[src/rtl/axil_pkg.sv]
// Shared AXI4-Lite types for the 2:1 arbiter: response codes, arbiter FSM
// state encodings and a small handshake helper.
package axil_pkg;

    typedef enum logic [1:0] {
        OKAY   = 2'b00,
        SLVERR = 2'b10
    } axil_resp_t;

    typedef enum logic [1:0] {
        W_IDLE = 2'd0,
        W_ADDR = 2'd1,
        W_RESP = 2'd2
    } arb_wstate_t;

    typedef enum logic [1:0] {
        R_IDLE = 2'd0,
        R_ADDR = 2'd1,
        R_DATA = 2'd2
    } arb_rstate_t;

    // A transfer happens on a channel in every cycle where valid and ready are both high.
    function automatic logic axil_hs(input logic valid, input logic ready);
        return valid & ready;
    endfunction

endpackage

[src/rtl/axil_if.sv]
// AXI4-Lite bus bundle with master/slave modports.
//
// Handshake rule on every channel (AW, W, B, AR, R): the source raises valid
// with its payload and holds both stable until it sees ready high on a rising
// clock edge; that edge is the transfer. The sink may raise ready at any time,
// but valid must never wait on ready.
interface axil_if #(
    parameter int ADDR_WIDTH = 32,
    parameter int DATA_WIDTH = 32,
    parameter int STRB_WIDTH = DATA_WIDTH / 8
);
    logic [ADDR_WIDTH-1:0] awaddr;
    logic [2:0]            awprot;
    logic                  awvalid;
    logic                  awready;
    logic [DATA_WIDTH-1:0] wdata;
    logic [STRB_WIDTH-1:0] wstrb;
    logic                  wvalid;
    logic                  wready;
    logic [1:0]            bresp;
    logic                  bvalid;
    logic                  bready;
    logic [ADDR_WIDTH-1:0] araddr;
    logic [2:0]            arprot;
    logic                  arvalid;
    logic                  arready;
    logic [DATA_WIDTH-1:0] rdata;
    logic [1:0]            rresp;
    logic                  rvalid;
    logic                  rready;

    modport master (
        output awaddr, awprot, awvalid, input awready,
        output wdata, wstrb, wvalid, input wready,
        input  bresp, bvalid, output bready,
        output araddr, arprot, arvalid, input arready,
        input  rdata, rresp, rvalid, output rready
    );

    modport slave (
        input  awaddr, awprot, awvalid, output awready,
        input  wdata, wstrb, wvalid, output wready,
        output bresp, bvalid, input bready,
        input  araddr, arprot, arvalid, output arready,
        output rdata, rresp, rvalid, input rready
    );
endinterface

[src/rtl/rr_grant2.sv]
// Combinational two-requester grant. With AXIL_ARBITER_FIXED_PRIO_EN defined,
// requester 0 always wins a tie and the last-grant input does not exist;
// otherwise a tie goes to the requester that was not granted last.
module rr_grant2 (
    input  logic [1:0] req,
`ifndef AXIL_ARBITER_FIXED_PRIO_EN
    input  logic       last,
`endif
    output logic       gnt_valid,
    output logic       gnt_sel
);

    // Pick a winner among the raised requests.
    always_comb begin
        gnt_valid = |req;
        gnt_sel   = 1'b0;
        case (req)
            2'b10:   gnt_sel = 1'b1;
`ifdef AXIL_ARBITER_FIXED_PRIO_EN
            2'b11:   gnt_sel = 1'b0;
`else
            2'b11:   gnt_sel = ~last;
`endif
            default: gnt_sel = 1'b0;
        endcase
    end

endmodule

[src/rtl/axil_arbiter_2x1.sv]
// Two-to-one AXI4-Lite arbiter: two masters (s0, s1) share one slave (m).
// Reads and writes are arbitrated independently, one transaction in flight
// per direction. Payloads are pure muxes on the registered grant; only the
// valids and readies are gated by the FSMs.
// Build option: AXIL_ARBITER_FIXED_PRIO_EN selects fixed priority (s0 wins
// ties, s1 may starve) instead of round-robin.
module axil_arbiter_2x1
    import axil_pkg::*;
(
    input  logic        clk,
    input  logic        rst,
    axil_if.slave       s0,
    axil_if.slave       s1,
    axil_if.master      m,
    output arb_wstate_t dbg_wstate,
    output arb_rstate_t dbg_rstate
);

    // ---------------- write direction ----------------
    arb_wstate_t wstate, wstate_nxt;
    logic        wsel;
    logic        aw_done, w_done;
    logic        wgnt_valid, wgnt_sel;
    logic        sel_awvalid, sel_wvalid, sel_bready;
    logic        aw_hs, w_hs, b_hs;
`ifndef AXIL_ARBITER_FIXED_PRIO_EN
    logic        wlast;
`endif

    rr_grant2 u_wgnt (
        .req       ({s1.awvalid, s0.awvalid}),
`ifndef AXIL_ARBITER_FIXED_PRIO_EN
        .last      (wlast),
`endif
        .gnt_valid (wgnt_valid),
        .gnt_sel   (wgnt_sel)
    );

    assign sel_awvalid = wsel ? s1.awvalid : s0.awvalid;
    assign sel_wvalid  = wsel ? s1.wvalid  : s0.wvalid;
    assign sel_bready  = wsel ? s1.bready  : s0.bready;

    assign aw_hs = axil_hs(m.awvalid, m.awready);
    assign w_hs  = axil_hs(m.wvalid, m.wready);
    assign b_hs  = axil_hs(m.bvalid, m.bready);

    assign m.awaddr = wsel ? s1.awaddr : s0.awaddr;
    assign m.awprot = wsel ? s1.awprot : s0.awprot;
    assign m.wdata  = wsel ? s1.wdata  : s0.wdata;
    assign m.wstrb  = wsel ? s1.wstrb  : s0.wstrb;

    // Write state, grant, per-channel done flags and last-grant history.
    always_ff @(posedge clk) begin
        if (rst) begin
            wstate  <= W_IDLE;
            wsel    <= 1'b0;
            aw_done <= 1'b0;
            w_done  <= 1'b0;
`ifndef AXIL_ARBITER_FIXED_PRIO_EN
            wlast   <= 1'b1;
`endif
        end else begin
            wstate <= wstate_nxt;
            case (wstate)
                W_IDLE: begin
                    if (wgnt_valid) begin
                        wsel    <= wgnt_sel;
                        aw_done <= 1'b0;
                        w_done  <= 1'b0;
                    end
                end
                W_ADDR: begin
                    if (aw_hs) aw_done <= 1'b1;
                    if (w_hs)  w_done  <= 1'b1;
                end
                W_RESP: begin
`ifndef AXIL_ARBITER_FIXED_PRIO_EN
                    if (b_hs) wlast <= wsel;
`endif
                end
                default: ;
            endcase
        end
    end

    // Write next state: AW and W may finish in either order or together.
    always_comb begin
        wstate_nxt = wstate;
        case (wstate)
            W_IDLE: if (wgnt_valid) wstate_nxt = W_ADDR;
            W_ADDR: if ((aw_done | aw_hs) & (w_done | w_hs)) wstate_nxt = W_RESP;
            W_RESP: if (b_hs) wstate_nxt = W_IDLE;
            default: wstate_nxt = W_IDLE;
        endcase
    end

    // Write handshake routing; readies are masked once a channel is done so a
    // master presenting its next AW/W early is not accepted twice.
    always_comb begin
        m.awvalid  = 1'b0;
        m.wvalid   = 1'b0;
        m.bready   = 1'b0;
        s0.awready = 1'b0;
        s0.wready  = 1'b0;
        s0.bvalid  = 1'b0;
        s0.bresp   = OKAY;
        s1.awready = 1'b0;
        s1.wready  = 1'b0;
        s1.bvalid  = 1'b0;
        s1.bresp   = OKAY;
        case (wstate)
            W_ADDR: begin
                m.awvalid = sel_awvalid & ~aw_done;
                m.wvalid  = sel_wvalid & ~w_done;
                if (wsel) begin
                    s1.awready = m.awready & ~aw_done;
                    s1.wready  = m.wready & ~w_done;
                end else begin
                    s0.awready = m.awready & ~aw_done;
                    s0.wready  = m.wready & ~w_done;
                end
            end
            W_RESP: begin
                m.bready = sel_bready;
                if (wsel) begin
                    s1.bvalid = m.bvalid;
                    s1.bresp  = m.bresp;
                end else begin
                    s0.bvalid = m.bvalid;
                    s0.bresp  = m.bresp;
                end
            end
            default: ;
        endcase
    end

    // ---------------- read direction ----------------
    arb_rstate_t rstate, rstate_nxt;
    logic        rsel;
    logic        rgnt_valid, rgnt_sel;
    logic        sel_arvalid, sel_rready;
    logic        ar_hs, r_hs;
`ifndef AXIL_ARBITER_FIXED_PRIO_EN
    logic        rlast;
`endif

    rr_grant2 u_rgnt (
        .req       ({s1.arvalid, s0.arvalid}),
`ifndef AXIL_ARBITER_FIXED_PRIO_EN
        .last      (rlast),
`endif
        .gnt_valid (rgnt_valid),
        .gnt_sel   (rgnt_sel)
    );

    assign sel_arvalid = rsel ? s1.arvalid : s0.arvalid;
    assign sel_rready  = rsel ? s1.rready  : s0.rready;

    assign ar_hs = axil_hs(m.arvalid, m.arready);
    assign r_hs  = axil_hs(m.rvalid, m.rready);

    assign m.araddr = rsel ? s1.araddr : s0.araddr;
    assign m.arprot = rsel ? s1.arprot : s0.arprot;

    // Read state, grant and last-grant history.
    always_ff @(posedge clk) begin
        if (rst) begin
            rstate <= R_IDLE;
            rsel   <= 1'b0;
`ifndef AXIL_ARBITER_FIXED_PRIO_EN
            rlast  <= 1'b1;
`endif
        end else begin
            rstate <= rstate_nxt;
            if (rstate == R_IDLE && rgnt_valid) rsel <= rgnt_sel;
`ifndef AXIL_ARBITER_FIXED_PRIO_EN
            if (rstate == R_DATA && r_hs) rlast <= rsel;
`endif
        end
    end

    // Read next state.
    always_comb begin
        rstate_nxt = rstate;
        case (rstate)
            R_IDLE: if (rgnt_valid) rstate_nxt = R_ADDR;
            R_ADDR: if (ar_hs) rstate_nxt = R_DATA;
            R_DATA: if (r_hs) rstate_nxt = R_IDLE;
            default: rstate_nxt = R_IDLE;
        endcase
    end

    // Read handshake routing; the ungranted master sees zero data.
    always_comb begin
        m.arvalid  = 1'b0;
        m.rready   = 1'b0;
        s0.arready = 1'b0;
        s0.rvalid  = 1'b0;
        s0.rdata   = '0;
        s0.rresp   = OKAY;
        s1.arready = 1'b0;
        s1.rvalid  = 1'b0;
        s1.rdata   = '0;
        s1.rresp   = OKAY;
        case (rstate)
            R_ADDR: begin
                m.arvalid = sel_arvalid;
                if (rsel) s1.arready = m.arready;
                else      s0.arready = m.arready;
            end
            R_DATA: begin
                m.rready = sel_rready;
                if (rsel) begin
                    s1.rvalid = m.rvalid;
                    s1.rdata  = m.rdata;
                    s1.rresp  = m.rresp;
                end else begin
                    s0.rvalid = m.rvalid;
                    s0.rdata  = m.rdata;
                    s0.rresp  = m.rresp;
                end
            end
            default: ;
        endcase
    end

    assign dbg_wstate = wstate;
    assign dbg_rstate = rstate;

endmodule

[src/flat_wrapper.sv]
// flat-port wrapper written by rule: the top's interface ports become plain ports
module axil_arbiter_2x1_flat import axil_pkg::*;
  (clk, rst, dbg_wstate, dbg_rstate, s0_awaddr, s0_awprot, s0_awvalid, s0_awready, s0_wdata, s0_wstrb, s0_wvalid, s0_wready, s0_bresp, s0_bvalid, s0_bready, s0_araddr, s0_arprot, s0_arvalid, s0_arready, s0_rdata, s0_rresp, s0_rvalid, s0_rready, s1_awaddr, s1_awprot, s1_awvalid, s1_awready, s1_wdata, s1_wstrb, s1_wvalid, s1_wready, s1_bresp, s1_bvalid, s1_bready, s1_araddr, s1_arprot, s1_arvalid, s1_arready, s1_rdata, s1_rresp, s1_rvalid, s1_rready, m_awaddr, m_awprot, m_awvalid, m_awready, m_wdata, m_wstrb, m_wvalid, m_wready, m_bresp, m_bvalid, m_bready, m_araddr, m_arprot, m_arvalid, m_arready, m_rdata, m_rresp, m_rvalid, m_rready);
  axil_if s0_i ();
  axil_if s1_i ();
  axil_if m_i ();
  input  logic clk;
  input  logic rst;
  output arb_wstate_t dbg_wstate;
  output arb_rstate_t dbg_rstate;
  input wire logic [$bits(s0_i.awaddr)-1:0] s0_awaddr;
  input wire logic [$bits(s0_i.awprot)-1:0] s0_awprot;
  input wire logic [$bits(s0_i.awvalid)-1:0] s0_awvalid;
  output wire logic [$bits(s0_i.awready)-1:0] s0_awready;
  input wire logic [$bits(s0_i.wdata)-1:0] s0_wdata;
  input wire logic [$bits(s0_i.wstrb)-1:0] s0_wstrb;
  input wire logic [$bits(s0_i.wvalid)-1:0] s0_wvalid;
  output wire logic [$bits(s0_i.wready)-1:0] s0_wready;
  output wire logic [$bits(s0_i.bresp)-1:0] s0_bresp;
  output wire logic [$bits(s0_i.bvalid)-1:0] s0_bvalid;
  input wire logic [$bits(s0_i.bready)-1:0] s0_bready;
  input wire logic [$bits(s0_i.araddr)-1:0] s0_araddr;
  input wire logic [$bits(s0_i.arprot)-1:0] s0_arprot;
  input wire logic [$bits(s0_i.arvalid)-1:0] s0_arvalid;
  output wire logic [$bits(s0_i.arready)-1:0] s0_arready;
  output wire logic [$bits(s0_i.rdata)-1:0] s0_rdata;
  output wire logic [$bits(s0_i.rresp)-1:0] s0_rresp;
  output wire logic [$bits(s0_i.rvalid)-1:0] s0_rvalid;
  input wire logic [$bits(s0_i.rready)-1:0] s0_rready;
  input wire logic [$bits(s1_i.awaddr)-1:0] s1_awaddr;
  input wire logic [$bits(s1_i.awprot)-1:0] s1_awprot;
  input wire logic [$bits(s1_i.awvalid)-1:0] s1_awvalid;
  output wire logic [$bits(s1_i.awready)-1:0] s1_awready;
  input wire logic [$bits(s1_i.wdata)-1:0] s1_wdata;
  input wire logic [$bits(s1_i.wstrb)-1:0] s1_wstrb;
  input wire logic [$bits(s1_i.wvalid)-1:0] s1_wvalid;
  output wire logic [$bits(s1_i.wready)-1:0] s1_wready;
  output wire logic [$bits(s1_i.bresp)-1:0] s1_bresp;
  output wire logic [$bits(s1_i.bvalid)-1:0] s1_bvalid;
  input wire logic [$bits(s1_i.bready)-1:0] s1_bready;
  input wire logic [$bits(s1_i.araddr)-1:0] s1_araddr;
  input wire logic [$bits(s1_i.arprot)-1:0] s1_arprot;
  input wire logic [$bits(s1_i.arvalid)-1:0] s1_arvalid;
  output wire logic [$bits(s1_i.arready)-1:0] s1_arready;
  output wire logic [$bits(s1_i.rdata)-1:0] s1_rdata;
  output wire logic [$bits(s1_i.rresp)-1:0] s1_rresp;
  output wire logic [$bits(s1_i.rvalid)-1:0] s1_rvalid;
  input wire logic [$bits(s1_i.rready)-1:0] s1_rready;
  output wire logic [$bits(m_i.awaddr)-1:0] m_awaddr;
  output wire logic [$bits(m_i.awprot)-1:0] m_awprot;
  output wire logic [$bits(m_i.awvalid)-1:0] m_awvalid;
  input wire logic [$bits(m_i.awready)-1:0] m_awready;
  output wire logic [$bits(m_i.wdata)-1:0] m_wdata;
  output wire logic [$bits(m_i.wstrb)-1:0] m_wstrb;
  output wire logic [$bits(m_i.wvalid)-1:0] m_wvalid;
  input wire logic [$bits(m_i.wready)-1:0] m_wready;
  input wire logic [$bits(m_i.bresp)-1:0] m_bresp;
  input wire logic [$bits(m_i.bvalid)-1:0] m_bvalid;
  output wire logic [$bits(m_i.bready)-1:0] m_bready;
  output wire logic [$bits(m_i.araddr)-1:0] m_araddr;
  output wire logic [$bits(m_i.arprot)-1:0] m_arprot;
  output wire logic [$bits(m_i.arvalid)-1:0] m_arvalid;
  input wire logic [$bits(m_i.arready)-1:0] m_arready;
  input wire logic [$bits(m_i.rdata)-1:0] m_rdata;
  input wire logic [$bits(m_i.rresp)-1:0] m_rresp;
  input wire logic [$bits(m_i.rvalid)-1:0] m_rvalid;
  output wire logic [$bits(m_i.rready)-1:0] m_rready;
  assign s0_i.awaddr = s0_awaddr;
  assign s0_i.awprot = s0_awprot;
  assign s0_i.awvalid = s0_awvalid;
  assign s0_awready = s0_i.awready;
  assign s0_i.wdata = s0_wdata;
  assign s0_i.wstrb = s0_wstrb;
  assign s0_i.wvalid = s0_wvalid;
  assign s0_wready = s0_i.wready;
  assign s0_bresp = s0_i.bresp;
  assign s0_bvalid = s0_i.bvalid;
  assign s0_i.bready = s0_bready;
  assign s0_i.araddr = s0_araddr;
  assign s0_i.arprot = s0_arprot;
  assign s0_i.arvalid = s0_arvalid;
  assign s0_arready = s0_i.arready;
  assign s0_rdata = s0_i.rdata;
  assign s0_rresp = s0_i.rresp;
  assign s0_rvalid = s0_i.rvalid;
  assign s0_i.rready = s0_rready;
  assign s1_i.awaddr = s1_awaddr;
  assign s1_i.awprot = s1_awprot;
  assign s1_i.awvalid = s1_awvalid;
  assign s1_awready = s1_i.awready;
  assign s1_i.wdata = s1_wdata;
  assign s1_i.wstrb = s1_wstrb;
  assign s1_i.wvalid = s1_wvalid;
  assign s1_wready = s1_i.wready;
  assign s1_bresp = s1_i.bresp;
  assign s1_bvalid = s1_i.bvalid;
  assign s1_i.bready = s1_bready;
  assign s1_i.araddr = s1_araddr;
  assign s1_i.arprot = s1_arprot;
  assign s1_i.arvalid = s1_arvalid;
  assign s1_arready = s1_i.arready;
  assign s1_rdata = s1_i.rdata;
  assign s1_rresp = s1_i.rresp;
  assign s1_rvalid = s1_i.rvalid;
  assign s1_i.rready = s1_rready;
  assign m_awaddr = m_i.awaddr;
  assign m_awprot = m_i.awprot;
  assign m_awvalid = m_i.awvalid;
  assign m_i.awready = m_awready;
  assign m_wdata = m_i.wdata;
  assign m_wstrb = m_i.wstrb;
  assign m_wvalid = m_i.wvalid;
  assign m_i.wready = m_wready;
  assign m_i.bresp = m_bresp;
  assign m_i.bvalid = m_bvalid;
  assign m_bready = m_i.bready;
  assign m_araddr = m_i.araddr;
  assign m_arprot = m_i.arprot;
  assign m_arvalid = m_i.arvalid;
  assign m_i.arready = m_arready;
  assign m_i.rdata = m_rdata;
  assign m_i.rresp = m_rresp;
  assign m_i.rvalid = m_rvalid;
  assign m_rready = m_i.rready;
  axil_arbiter_2x1 u_core (.clk(clk), .rst(rst), .s0(s0_i), .s1(s1_i), .m(m_i), .dbg_wstate(dbg_wstate), .dbg_rstate(dbg_rstate));
endmodule
[config.mk]
export PLATFORM = sky130hd
export DESIGN_NAME = axil_arbiter_2x1_flat
export DESIGN_NICKNAME = d
export VERILOG_FILES = /design/src/rtl/axil_pkg.sv /design/src/rtl/axil_if.sv /design/src/rtl/rr_grant2.sv /design/src/rtl/axil_arbiter_2x1.sv /design/src/flat_wrapper.sv
export SDC_FILE = /design/constraint.sdc
export NUM_CORES = 1
export LEC_CHECK = 0
export BUFFER_PORTS_ARGS = -buffer_cell sky130_fd_sc_hd__buf_4
export CAP_MARGIN = 5
export CORE_AREA = 2 2 178 180
export DETAILED_ROUTE_END_ITERATION = 10
export DIE_AREA = 0 0 180 182
export PLACE_DENSITY_LB_ADDON = 0.25
export SLEW_MARGIN = 25
export SYNTH_ARGS = -nofsm -noshare
export SYNTH_HDL_FRONTEND = slang
export SYNTH_SLANG_ARGS = --single-unit
export TNS_END_PERCENT = 30
[constraint.sdc]
create_clock -name clk -period 1.2 [get_ports clk]
set_input_delay 0.06 -clock clk [delete_from_list [all_inputs] [get_ports clk]]
set_output_delay 0.06 -clock clk [all_outputs]
set_load 0.05 [all_outputs]
==> run summary, run 1 <==
===========================================================================================
Outcome ...................................................................... finished, violations left
Violations in the final reports .............................................. setup timing
Number of design-rule violations left by the first detailed-router iteration .           50
Clock buffer count from CTS ..................................................            3
Worst setup path class .......................................................      reg2out
Global routing usage summed across all routing layers ........................        9.78%
Worst hold path startpoint ...................................................   s1_arvalid
I/O pin cnt ..................................................................          462
Worst VDD drop ...............................................................     0.307 mV
Total number of clock tree sinks .............................................           10
Vias per std cell ............................................................         3.54
Unrepaired setup endpoints after global routing ..............................         true
Final layout net count .......................................................        1,029
Crit end category ............................................................ primary output
Final number of max-transition violations ....................................            0
Startpoint class of the critical path ........................................     register
Critical-path maximum fanout .................................................            9
Vias in the first global route ...............................................        4,364
Worst path required time .....................................................      1.14 ns
Post-synth top flop ..........................................................      dfxtp_1
Ys Warns .....................................................................            0
Place WS .....................................................................    -0.113 ns
DIE WIDTH ....................................................................       180 um
Area added between synthesis and finish ......................................         218%
Total detailed-routing wirelength ............................................      17.3 mm
Fraction of final layout cells sized beyond drive strength 1 .................        91.5%
Critical register-to-register path startpoint ................................  u_core.wsel
Critical path arrival ........................................................      1.45 ns
Number of cells produced by synthesis ........................................          296
Wire per inst ................................................................      14.8 um
Flip-flop and latch count after synthesis ....................................           10
Netlist cell types ...........................................................           40
Effective utilization at floorplan ...........................................        8.11%
Placeable core area ..........................................................   31,000 um2
Design Power .................................................................    0.00534 W
Synth Net Count ..............................................................          561
Gp weighted congestion .......................................................        0.763
Slack of the worst reg-to-reg path ...........................................     -0.17 ns
Filler-free cell count of the finished design ................................        1,166
Vias .........................................................................        4,123
Remaining global-route overflow ..............................................            0
Mapped Area ..................................................................     2510 um2
Hold Path Cell Cnt ...........................................................            3
Capturing point of the worst reg2reg path .................................... u_core.dbg_wstate[1]
Area of the die ..............................................................   32,800 um2
Worst Hold Margin ............................................................    0.0781 ns
Final period util ............................................................         126%
P per Cell Area ..............................................................   669 nW/um2
FF-to-FF path depth ..........................................................            4
Maximum number of pins on one net before global-route repair .................           38
Clock edge transition at the registers on the reported setup and hold paths ..      0.04 ns
Max-Slew Margin vs Limit .....................................................        77.2%
Fraction of the core area covered by cells at the end of the flow ............        25.7%
Dpl hpwl .....................................................................      14.7 mm
Placed cell count ............................................................        1,159
Worst skew pair latency ......................................................      0.24 ns
DIE HEIGHT ...................................................................       182 um
Hold Buf Count CTS ...........................................................            0
WHS Endpoint .................................................................  u_core.rsel
Count of antenna-violating nets left after detailed routing ..................            0
Leak Pwr .....................................................................      3.81 nW
Number of hold violations in the final report ................................            0
Wire length of the first global-routing pass .................................      25.3 mm
Tightest Pin Transition ......................................................     0.340 ns
Final routed DRC violation total .............................................            0
Max-cap violation count ......................................................            0
# port buffers ...............................................................          461
Initial antenna violation count ..............................................            1
Final critical-path setup slack ..............................................    -0.307 ns
Final min period .............................................................      1.51 ns
Count of flip-flops with a built-in enable after synthesis ...................            0
Hold/Removal Path Class ......................................................       in2reg
Async S/R FF share, synth ....................................................           0%
Worst clock skew .............................................................   0.00112 ns
# setup viols final ..........................................................          194
Portion of the post-synthesis area used by sequential elements ...............        7.97%
Row cnt ......................................................................           65
DRT Pass-1 Iters .............................................................            6
Clock root buffer ............................................................    clkbuf_16
Number of H-tree branching levels ............................................            1
CTS tree .....................................................................         done
Synthesized area per cell ....................................................     8.49 um2
Peak clock frequency supported by timing .....................................    0.664 GHz
Clock Tree Buf Depth .........................................................            2
===========================================================================================
==> area by class of cell <==
cell class | count | area, um2
Timing Repair Buffer | 490 | 4590
Clock buffer | 4 | 88.8
Antenna cell | 1 | 2.50
Sequential cell | 10 | 223
Inverter | 5 | 18.8
Tap cell | 402 | 503
Multi-Input combinational cell | 254 | 2550
Fill cell | 3367 | 23000
==> sequential cells by signal (all words and copies together), names as in the netlist <==
signal	count
u_core.wlast	1
u_core.wsel	1
u_core.dbg_wstate	2
u_core.w_done	1
u_core.dbg_rstate	2
u_core.aw_done	1
u_core.rsel	1
u_core.rlast	1
==> metal layers <==
| metal | wire length (um) | track usage (%) | vias to the layer above | part of all wire, % |
|---|---|---|---|---|
| li1 | - | - | 2008 | - |
| met1 | 6580 | 11.2 | 1898 | 38 |
| met2 | 9440 | 18.6 | 208 | 55 |
| met3 | 1090 | 2.09 | 9 | 6.3 |
| met4 | 167 | 1.79 | 0 | 0.97 |
| met5 | 0 | 0 | - | 0 |
==> cell usage in the layout (no fill, tap or decap), types with 2 or more instances in the layout <==
master and count:
buf_4 316, buf_6 118, mux2_2 81, buf_8 48
and2_4 31, mux2_4 27, and3_2 20, and3_4 11
nand2_1 8, nor2_4 8, and3_1 8, a21oi_1 8
buf_12 7, dfxtp_4 6, inv_1 5, and2_1 4
dfxtp_1 4, nand2_2 3, nand2b_4 3, nor2_2 3
nor3_4 3, nor2_1 3, o21ai_1 3, o21ai_0 3
clkbuf_16 3, mux2i_1 2, nor2b_1 2, nor4_4 2
a211oi_1 2, nand3_1 2
==> how the worst max path moves through the flow <==
| stage | cells after the start | startpoint | to |
|---|---|---|---|
| after global routing | 3 | u_core.wsel | m_awaddr[29] |
| after global placement | 3 | u_core.wsel | m_awaddr[22] |
| final | 3 | u_core.wsel | m_awaddr[17] |
| after floorplan | 3 | u_core.wsel | s0_awready |
| after detailed placement | 4 | u_core.wsel | u_core.dbg_wstate[1] |
| after CTS | 3 | u_core.wsel | m_awaddr[22] |
==> through the flow <==
| step | setup TNS (ns) | area, um2 |
|---|---|---|
| after global routing | -55.85 | 7980 |
| after global placement | -3.68 | 6890 |
| after detailed placement | -3.84 | 6890 |
| final | -45.40 | 7980 |
| after floorplan | -7.98 | 2820 |
| after CTS | -48.86 | 7850 |
==> critical path, stage by stage, from the launching register on <==
cell and delay (ns):
dfxtp_4 0.44, buf_4 0.21, mux2_2 0.36, buf_4 0.19
==> Yosys cell counts (2+ instances only) <==
library cell  count  area, um2
clkbuf_1          4       15.0
buf_4             4       30.0
o21ai_0           4       20.0
nand2_1          11       41.3
nor2b_1           3       18.8
buf_2            15       75.1
and2_1           35        219
buf_6             3       33.8
dfxtp_1          10        200
mux2i_1           4       40.0
nor3_1            4       20.0
a21oi_1           8       40.0
and3_1           38        238
inv_1             5       18.8
a211oi_1          2       15.0
nand2b_1          2       12.5
nor2_1           13       48.8
mux2_2          107       1200
o21ai_1           2       10.0
nand3_1           2       10.0
==> power breakdown <==
group          switching [W]  internal (W)
registers          0.0000604      0.000363
logic                0.00229       0.00194
clock network       0.000181      0.000503
total                0.00253       0.00281
==> what timing repair did <==
item | 4_1_cts | 5_1_grt
cloned | 1 | 0
setup endpoints to repair | 196 | 200
resized for setup | 219 | 36
pin swaps | 13 | 18
buffers inserted | 1 | 0
==> cells by family after synthesis <==
logic type      share of synthesized area (%)
simple gates                             28.7
mux                                      50.1
buf+inv                                  7.07
compound gates                           6.13
flops                                    7.97
No activity file was read; power rests on OpenSTA's default activity.
==> run 2, diff against run 1 <==
- ABC_AREA: default -> 1
- CORE_AREA: 2 2 178 180 -> 2 2 179 181
- DIE_AREA: 0 0 180 182 -> 0 0 181 183
- clock period: 1.2 -> 1.25 ns (I/O delays scaled with it)
==> run 2 against run 1 <==
Against the previous run:
- the flow still finishes with violations (setup timing)
- clock power down 4.4%
- utilization up 0.86 points
- synthesized cell count increased by 91%
- worst setup slack better by 0.066 ns
- area after synthesis shrank 4.3%
- critical path depth increased by 3
- first-iteration DRC count grew to 3.4 times the previous value
- sequential share of layout area decreased by 0.14 points
- combinational power rose by 27%
==> run summary, run 2 <==
===========================================================================================
Final critical-path setup slack ..............................................    -0.241 ns   +0.0656 ns
Hold Buf Count CTS ...........................................................            0   unchanged
Portion of the post-synthesis area used by sequential elements ...............        8.33%   +0.36 points
# port buffers ...............................................................          461   unchanged
Slack of the worst reg-to-reg path ...........................................     -0.10 ns   +0.07 ns
Max-cap violation count ......................................................            0   unchanged
FF-to-FF path depth ..........................................................            9   +5
Synth Net Count ..............................................................          831   +48%
Worst VDD drop ...............................................................     0.389 mV   +27%
Peak clock frequency supported by timing .....................................    0.671 GHz
Final min period .............................................................      1.49 ns
Post-synth top flop ..........................................................      dfxtp_1
Wire length of the first global-routing pass .................................      26.8 mm   +5.9%
Share of Yosys cell area claimed by the top area cell type ...................        54.3%   +6.4 points
Startpoint class of the critical path ........................................     register
WHS Endpoint ................................................................. u_core.dbg_wstate[1]
Outcome ...................................................................... finished, violations left
Tightest Pin Transition ......................................................     0.295 ns   -0.0454 ns
Global routing usage summed across all routing layers ........................        10.2%   +0.43 points
Fraction of final layout cells sized beyond drive strength 1 .................        63.0%   -29 points
Worst skew pair latency ......................................................      0.24 ns   about the same
Dpl hpwl .....................................................................      15.6 mm   +6.1%
Worst Hold Margin ............................................................    0.0827 ns   +0.00453 ns
Area of the die ..............................................................   33,100 um2   +1.1%
Vias .........................................................................        5,097   +24%
Leading cell types by total area after synthesis ............................. nand2_1 (54%), nor2_1 (13%), dfxtp_1 (8.3%)
I/O pin cnt ..................................................................          462   unchanged
DIE HEIGHT ...................................................................       183 um   +0.55%
Row cnt ......................................................................           65   unchanged
Maximum number of pins on one net before global-route repair .................           36   -5.3%
List of most frequent post-synthesis cells ................................... nand2_1 (348), nor2_1 (86), inv_1 (50)
CTS tree .....................................................................         done
Most frequently used cell type in the post-synthesis netlist .................      nand2_1
Clock buffer count from CTS ..................................................            3   unchanged
Hold/Removal Path Class ......................................................       in2reg
Number of design-rule violations left by the first detailed-router iteration .          169   +240%
Violations in the final reports .............................................. setup timing
Netlist cell types ...........................................................           23   -43%
Initial antenna violation count ..............................................            0   -1
Remaining global-route overflow ..............................................            0   unchanged
Commonest cells after routing, fill and taps aside ........................... nand2_1 (303), buf_4 (303), buf_6 (171)
Final number of max-transition violations ....................................            0   unchanged
Hold Path Cell Cnt ...........................................................            2   -1
Synthesized area per cell ....................................................     4.25 um2   -50%
Final period util ............................................................         119%
P per Cell Area ..............................................................   771 nW/um2   +15%
Count of antenna-violating nets left after detailed routing ..................            0   unchanged
Number of cells produced by synthesis ........................................          566   +91%
Clock root buffer ............................................................    clkbuf_16
Gp weighted congestion .......................................................        0.785   +2.9%
Vias per std cell ............................................................         3.50   -0.93%
Capturing point of the worst reg2reg path .................................... u_core.dbg_rstate[1]
Mapped Area ..................................................................     2400 um2   -4.3%
Crit end category ............................................................ primary output
Place WS .....................................................................   -0.0209 ns   +0.0925 ns
Area used by sequential logic in the layout ..................................      220 um2   -1.1%
Critical register-to-register path startpoint ................................ u_core.dbg_rstate[1]
Total detailed-routing wirelength ............................................      19.5 mm   +13%
Final routed DRC violation total .............................................            0   unchanged
Layout fillers ...............................................................        3,491   +3.7%
# setup viols final ..........................................................          179   -7.7%
Critical path arrival ........................................................      1.43 ns   -0.02 ns
Critical-path maximum fanout .................................................           35   +26
DIE WIDTH ....................................................................       181 um   +0.56%
Worst setup path class .......................................................      reg2out
Max-Slew Margin vs Limit .....................................................        80.2%   +3.0 points
Biggest area consumer among synthesized cells ................................      nand2_1
DRT Pass-1 Iters .............................................................            4   -2
ANT cells ....................................................................            0   -1
Clock Tree Buf Depth .........................................................            2   unchanged
Number of hold violations in the final report ................................            0   unchanged
Worst clock skew .............................................................  0.000615 ns   -0.000502 ns
Wire per inst ................................................................      13.4 um   -9.7%
Total number of clock tree sinks .............................................           10   unchanged
Area of the multi-input gates ................................................     2370 um2   -6.9%
Flip-flop and latch count after synthesis ....................................           10   unchanged
Worst path required time .....................................................      1.19 ns   +0.05 ns
Ys Warns .....................................................................            0   unchanged
Clock edge transition at the registers on the reported setup and hold paths ..      0.05 ns   about the same
Final layout net count .......................................................        1,319   +28%
Worst hold path startpoint ...................................................          rst
Placeable core area ..........................................................   31,200 um2   +0.79%
Leak Pwr .....................................................................      4.52 nW   +19%
Count of flip-flops with a built-in enable after synthesis ...................            0   unchanged
Unrepaired setup endpoints after global routing ..............................         true
Vias in the first global route ...............................................        4,837   +11%
Number of H-tree branching levels ............................................            1   unchanged
Area added between synthesis and finish ......................................         246%
Effective utilization at floorplan ...........................................        7.70%   -0.41 points
Async S/R FF share, synth ....................................................           0%   unchanged
===========================================================================================
==> run 2: changes by cell type in the layout (fill, tap and decap cells not counted), sizes merged, moves of 34 or more <==
cell and change:
and2 -34, and3 -39, inv +48, mux2 -108, nand2 +340, nor2 +75
==> run 2: layout make-up <==
type                       instances  share of cell area (%)
inverter                          53                    2.64
multi-input combinational        471                    28.6
timing repair inverter             1                   0.105
tap                              402                    6.05
clock buffer                       4                    1.07
timing repair buffer             514                    58.9
sequential                        10                    2.65
==> run 2: metrics by stage <==
step	instance area (um2)	total power, W	cells	util [%]	setup TNS [ns]
floorplan	2570	0.00309	566	-	-27.47
global placement	6700	0.00494	1433	21.5	-0.0395
detailed placement	6700	0.00493	1433	21.5	-0.0325
CTS	7630	0.00609	1444	24.4	-21.41
global route	8310	0.00675	1455	26.6	-34.63
finish	8310	0.00641	1455	26.6	-22.11
==> run 2: power by group <==
group | leakage, nW | switching, W | internal, W
Clock | 0.0442 | 0.000172 | 0.000483
Sequential | 0.0856 | 0.0000435 | 0.000351
Combinational | 4.39 | 0.00322 | 0.00214
Total | 4.52 | 0.00344 | 0.00297
==> run 2: worst max-delay path by stage <==
stage	slack, ns	cells past startpoint	to	from
2_1_floorplan	-0.37	5	s1_rdata[10]	u_core.dbg_rstate[1]
6_report	-0.24	6	s1_rdata[22]	u_core.dbg_rstate[1]
4_1_cts	-0.24	6	s0_rdata[9]	u_core.dbg_rstate[1]
3_3_place_gp	-0.02	6	u_core.dbg_rstate[1]	u_core.rsel
3_5_place_dp	-0.02	9	u_core.dbg_wstate[0]	u_core.dbg_wstate[1]
5_1_grt	-0.29	6	s1_rdata[7]	u_core.dbg_rstate[1]
==> run 2: kinds of logic (layout without fill, tap and decap cells) <==
kind of cell           after synthesis  count (layout)  share of synthesized area (%)
buffers and inverters               85             572                           15.2
flip-flops                          10              10                           8.33
AO/OA/AOI/OAI                       17              17                           3.85
AND/OR/NAND/NOR                    454             454                           72.6
==> run 2: metal layers <==
metal / routed length (um) / vias up / part of all wire (%) / global-route usage, %
li1: - / 2632 / - / -
met1: 7400 / 2281 / 38 / 11.9
met2: 10900 / 178 / 56 / 19.9
met3: 1100 / 6 / 5.6 / 1.53
met4: 117 / 0 / 0.60 / 1.63
met5: 0 / - / 0 / 0
==> run 2: critical path, cell delays in order (launching register included) <==
cell and delay, ns:
dfxtp_4 0.36, inv_4 0.03, nor2_4 0.15, nand2_2 0.09, buf_12 0.19, nor2_1 0.15
buf_6 0.18
==> run 2: repair_timing <==
action,in CTS,in global routing
endpoints found under the hold margin,0,0
buffers inserted,4,8
resized for setup,206,171
gates cloned,3,3
endpoints found under the setup margin,196,200
pin swaps,16,46
==> run 3, diff against run 2 <==
==> constraint.sdc (replaced) <==
create_clock -name clk -period 1.25 [get_ports clk]
set_input_delay 0 -clock clk [delete_from_list [all_inputs] [get_ports clk]]
set_output_delay 0 -clock clk [all_outputs]
set_load 0.05 [all_outputs]
==> run 3 against run 2 <==
Against the previous run:
- the flow still finishes with violations (setup timing)
- hold slack lost 0.065 ns
- clock power down 1%
- wire length down 1.8%
==> run summary, run 3 (synthesized netlist as in run 2, its figures left out) <==
===========================================================================================
Outcome ...................................................................... finished, violations left
Violations in the final reports .............................................. setup timing
Final layout net count .......................................................        1,318   -0.076%
# setup viols final ..........................................................          152   -15%
Vias per std cell ............................................................         3.51   +0.13%
Placed cell count ............................................................        1,422   -0.77%
Startpoint class of the critical path ........................................     register
Net switching component of the power .........................................    0.00342 W   -0.49%
P per Cell Area ..............................................................   759 nW/um2   -1.7%
Total detailed-routing wirelength ............................................      19.1 mm   -1.8%
Sequential cell fraction of total power ......................................         6.2%   about the same
Dpl hpwl .....................................................................      15.3 mm   -1.9%
Critical path arrival ........................................................      1.39 ns   -0.04 ns
Worst path required time .....................................................      1.25 ns   +0.06 ns
Global routing usage summed across all routing layers ........................        10.5%   +0.25 points
Worst VDD drop ...............................................................     0.492 mV   +26%
Worst-path cell with the longest stage delay .................................      dfxtp_4
Vias .........................................................................        5,100   +0.059%
Layout fillers ...............................................................        3,510   +0.54%
Combinational power share ....................................................        83.5%   about the same
Wire per inst ................................................................      13.1 um   -1.8%
Remaining global-route overflow ..............................................            0   unchanged
Cell chain of the critical path .............................................. inv_2, nor2_4, nand2_4, clkbuf_16, nor2_4, buf_8
Clock group share of total power .............................................        10.3%   about the same
# port buffers ...............................................................          461   unchanged
Vias in the first global route ...............................................        4,910   +1.5%
Design Power .................................................................    0.00630 W   -1.8%
Proportion of total power due to net switching ...............................        54.3%   +0.70 points
Hold Buf Count CTS ...........................................................            0   unchanged
Number of hold violations in the final report ................................            0   unchanged
CTS tree .....................................................................         done
Wire length of the first global-routing pass .................................      27.5 mm   +2.6%
Number of H-tree branching levels ............................................            1   unchanged
Number of design-rule violations left by the first detailed-router iteration .          134   -21%
Final routed DRC violation total .............................................            0   unchanged
DRT Pass-1 Iters .............................................................            4   unchanged
Row cnt ......................................................................           65   unchanged
Initial antenna violation count ..............................................            1   +1
Leak Pwr .....................................................................      4.49 nW   -0.69%
Final period util ............................................................         111%   -8.4 points
Max-Slew Margin vs Limit .....................................................        79.4%   -0.72 points
Clock edge transition at the registers on the reported setup and hold paths ..      0.04 ns   about the same
Commonest cells after routing, fill and taps aside ........................... buf_4 (337), nand2_1 (307), buf_6 (142)
Effective utilization at floorplan ...........................................        7.70%   unchanged
Most common cell after layout, fill and taps aside ...........................        buf_4
Critical-path maximum fanout .................................................            9   -74%
Filler-free cell count of the finished design ................................        1,454   -0.069%
DIE WIDTH ....................................................................       181 um   unchanged
Gp weighted congestion .......................................................        0.781   -0.47%
Max incr delay on CP .........................................................      0.34 ns   -0.02 ns
Total number of clock tree sinks .............................................           10   unchanged
Worst Hold Margin ............................................................    0.0172 ns   -0.0655 ns
Clock root buffer ............................................................    clkbuf_16
ANT cells ....................................................................            0   unchanged
Placeable core area ..........................................................   31,200 um2   unchanged
Final critical-path setup slack ..............................................    -0.137 ns   +0.105 ns
Total internal power .........................................................    0.00288 W   -3.3%
Worst clock skew .............................................................   0.00113 ns   +0.000513 ns
Crit end category ............................................................ primary output
CP dominant cell by count ....................................................       nor2_4
Tightest Pin Transition ......................................................     0.305 ns   +0.0108 ns
Max-cap violation count ......................................................            0   unchanged
Clock Tree Buf Depth .........................................................            2   unchanged
Area added between synthesis and finish ......................................         245%
CP Buf/Inv Count .............................................................            3   unchanged
DIE HEIGHT ...................................................................       183 um   unchanged
Final min period .............................................................      1.39 ns   -0.105 ns
Worst skew pair latency ......................................................      0.24 ns   about the same
Peak clock frequency supported by timing .....................................    0.721 GHz   +7.6%
Count of antenna-violating nets left after detailed routing ..................            0   unchanged
Final number of max-transition violations ....................................            0   unchanged
I/O pin cnt ..................................................................          462   unchanged
Fraction of final layout cells sized beyond drive strength 1 .................        63.3%   +0.35 points
Kind of cell adding the most delay to the critical path ...................... buffers and inverters
Worst setup path class .......................................................      reg2out
Maximum number of pins on one net before global-route repair .................           36   unchanged
Unrepaired setup endpoints after global routing ..............................         true
Area of the die ..............................................................   33,100 um2   unchanged
Hold/Removal Path Class ......................................................       in2reg
Clock buffer count from CTS ..................................................            3   unchanged
===========================================================================================
-- run 3: what timing repair did --
item / CTS / global route
endpoints found under the setup margin: 193 / 198
cloned: 8 / 1
pin swaps: 12 / 17
gates resized for setup: 205 / 78
buffers inserted: 17 / 2
-- run 3: routing by layer --
layer	share of wire [%]	wire [um]	up-vias	GRT usage, %
met1	41	7760	2245	12.9
met2	52	9930	192	18.8
met5	0.063	12	-	0
li1	-	-	2640	-
met3	5.9	1130	21	2.36
met4	1.5	278	2	1.76
-- run 3: power by group through the flow --
stage / sequential [W] / clock (W) / combinational (W)
floorplan: 0.000429 / 0 / 0.00276
global placement: 0.000393 / 0 / 0.00459
detailed placement: 0.000395 / 0 / 0.00458
CTS: 0.000390 / 0.000672 / 0.00512
global route: 0.000398 / 0.000682 / 0.00555
finish: 0.000393 / 0.000647 / 0.00526
-- run 3: layout make-up --
| type | count | area [um2] | share of cell area, % |
|---|---|---|---|
| clock buffer | 4 | 88.8 | 1.07 |
| inverter | 53 | 219 | 2.64 |
| multi-input combinational | 471 | 2460 | 29.6 |
| sequential | 10 | 223 | 2.68 |
| tap | 402 | 503 | 6.06 |
| timing repair buffer | 513 | 4800 | 57.8 |
| timing repair inverter | 1 | 8.76 | 0.106 |
-- run 3: path summary, 6_finish.rpt --
| check | from | to | slack (ns) | depth (start not counted) |
|---|---|---|---|---|
| setup / recovery | u_core.dbg_rstate[1] | s0_rdata[28] | -0.14 | 6 |
| hold / removal | rst | u_core.dbg_wstate[0] | 0.02 | 2 |
| setup reg to reg | u_core.wsel | u_core.dbg_wstate[1] | -0.06 | 8 |
| hold reg to reg | u_core.w_done | u_core.w_done | 0.46 | 2 |
-- run 3: stage by stage --
step | area [um2] | worst slack, ns | util, % | TNS [ns]
floorplan | 2780 | -0.184 | - | -8.70
global placement | 6840 | 0.0194 | 21.9 | 0
detailed placement | 6840 | 0.0119 | 21.9 | 0
CTS | 7990 | -0.141 | 25.6 | -11.09
global route | 8300 | -0.204 | 26.6 | -21.73
finish | 8300 | -0.137 | 26.6 | -12.35
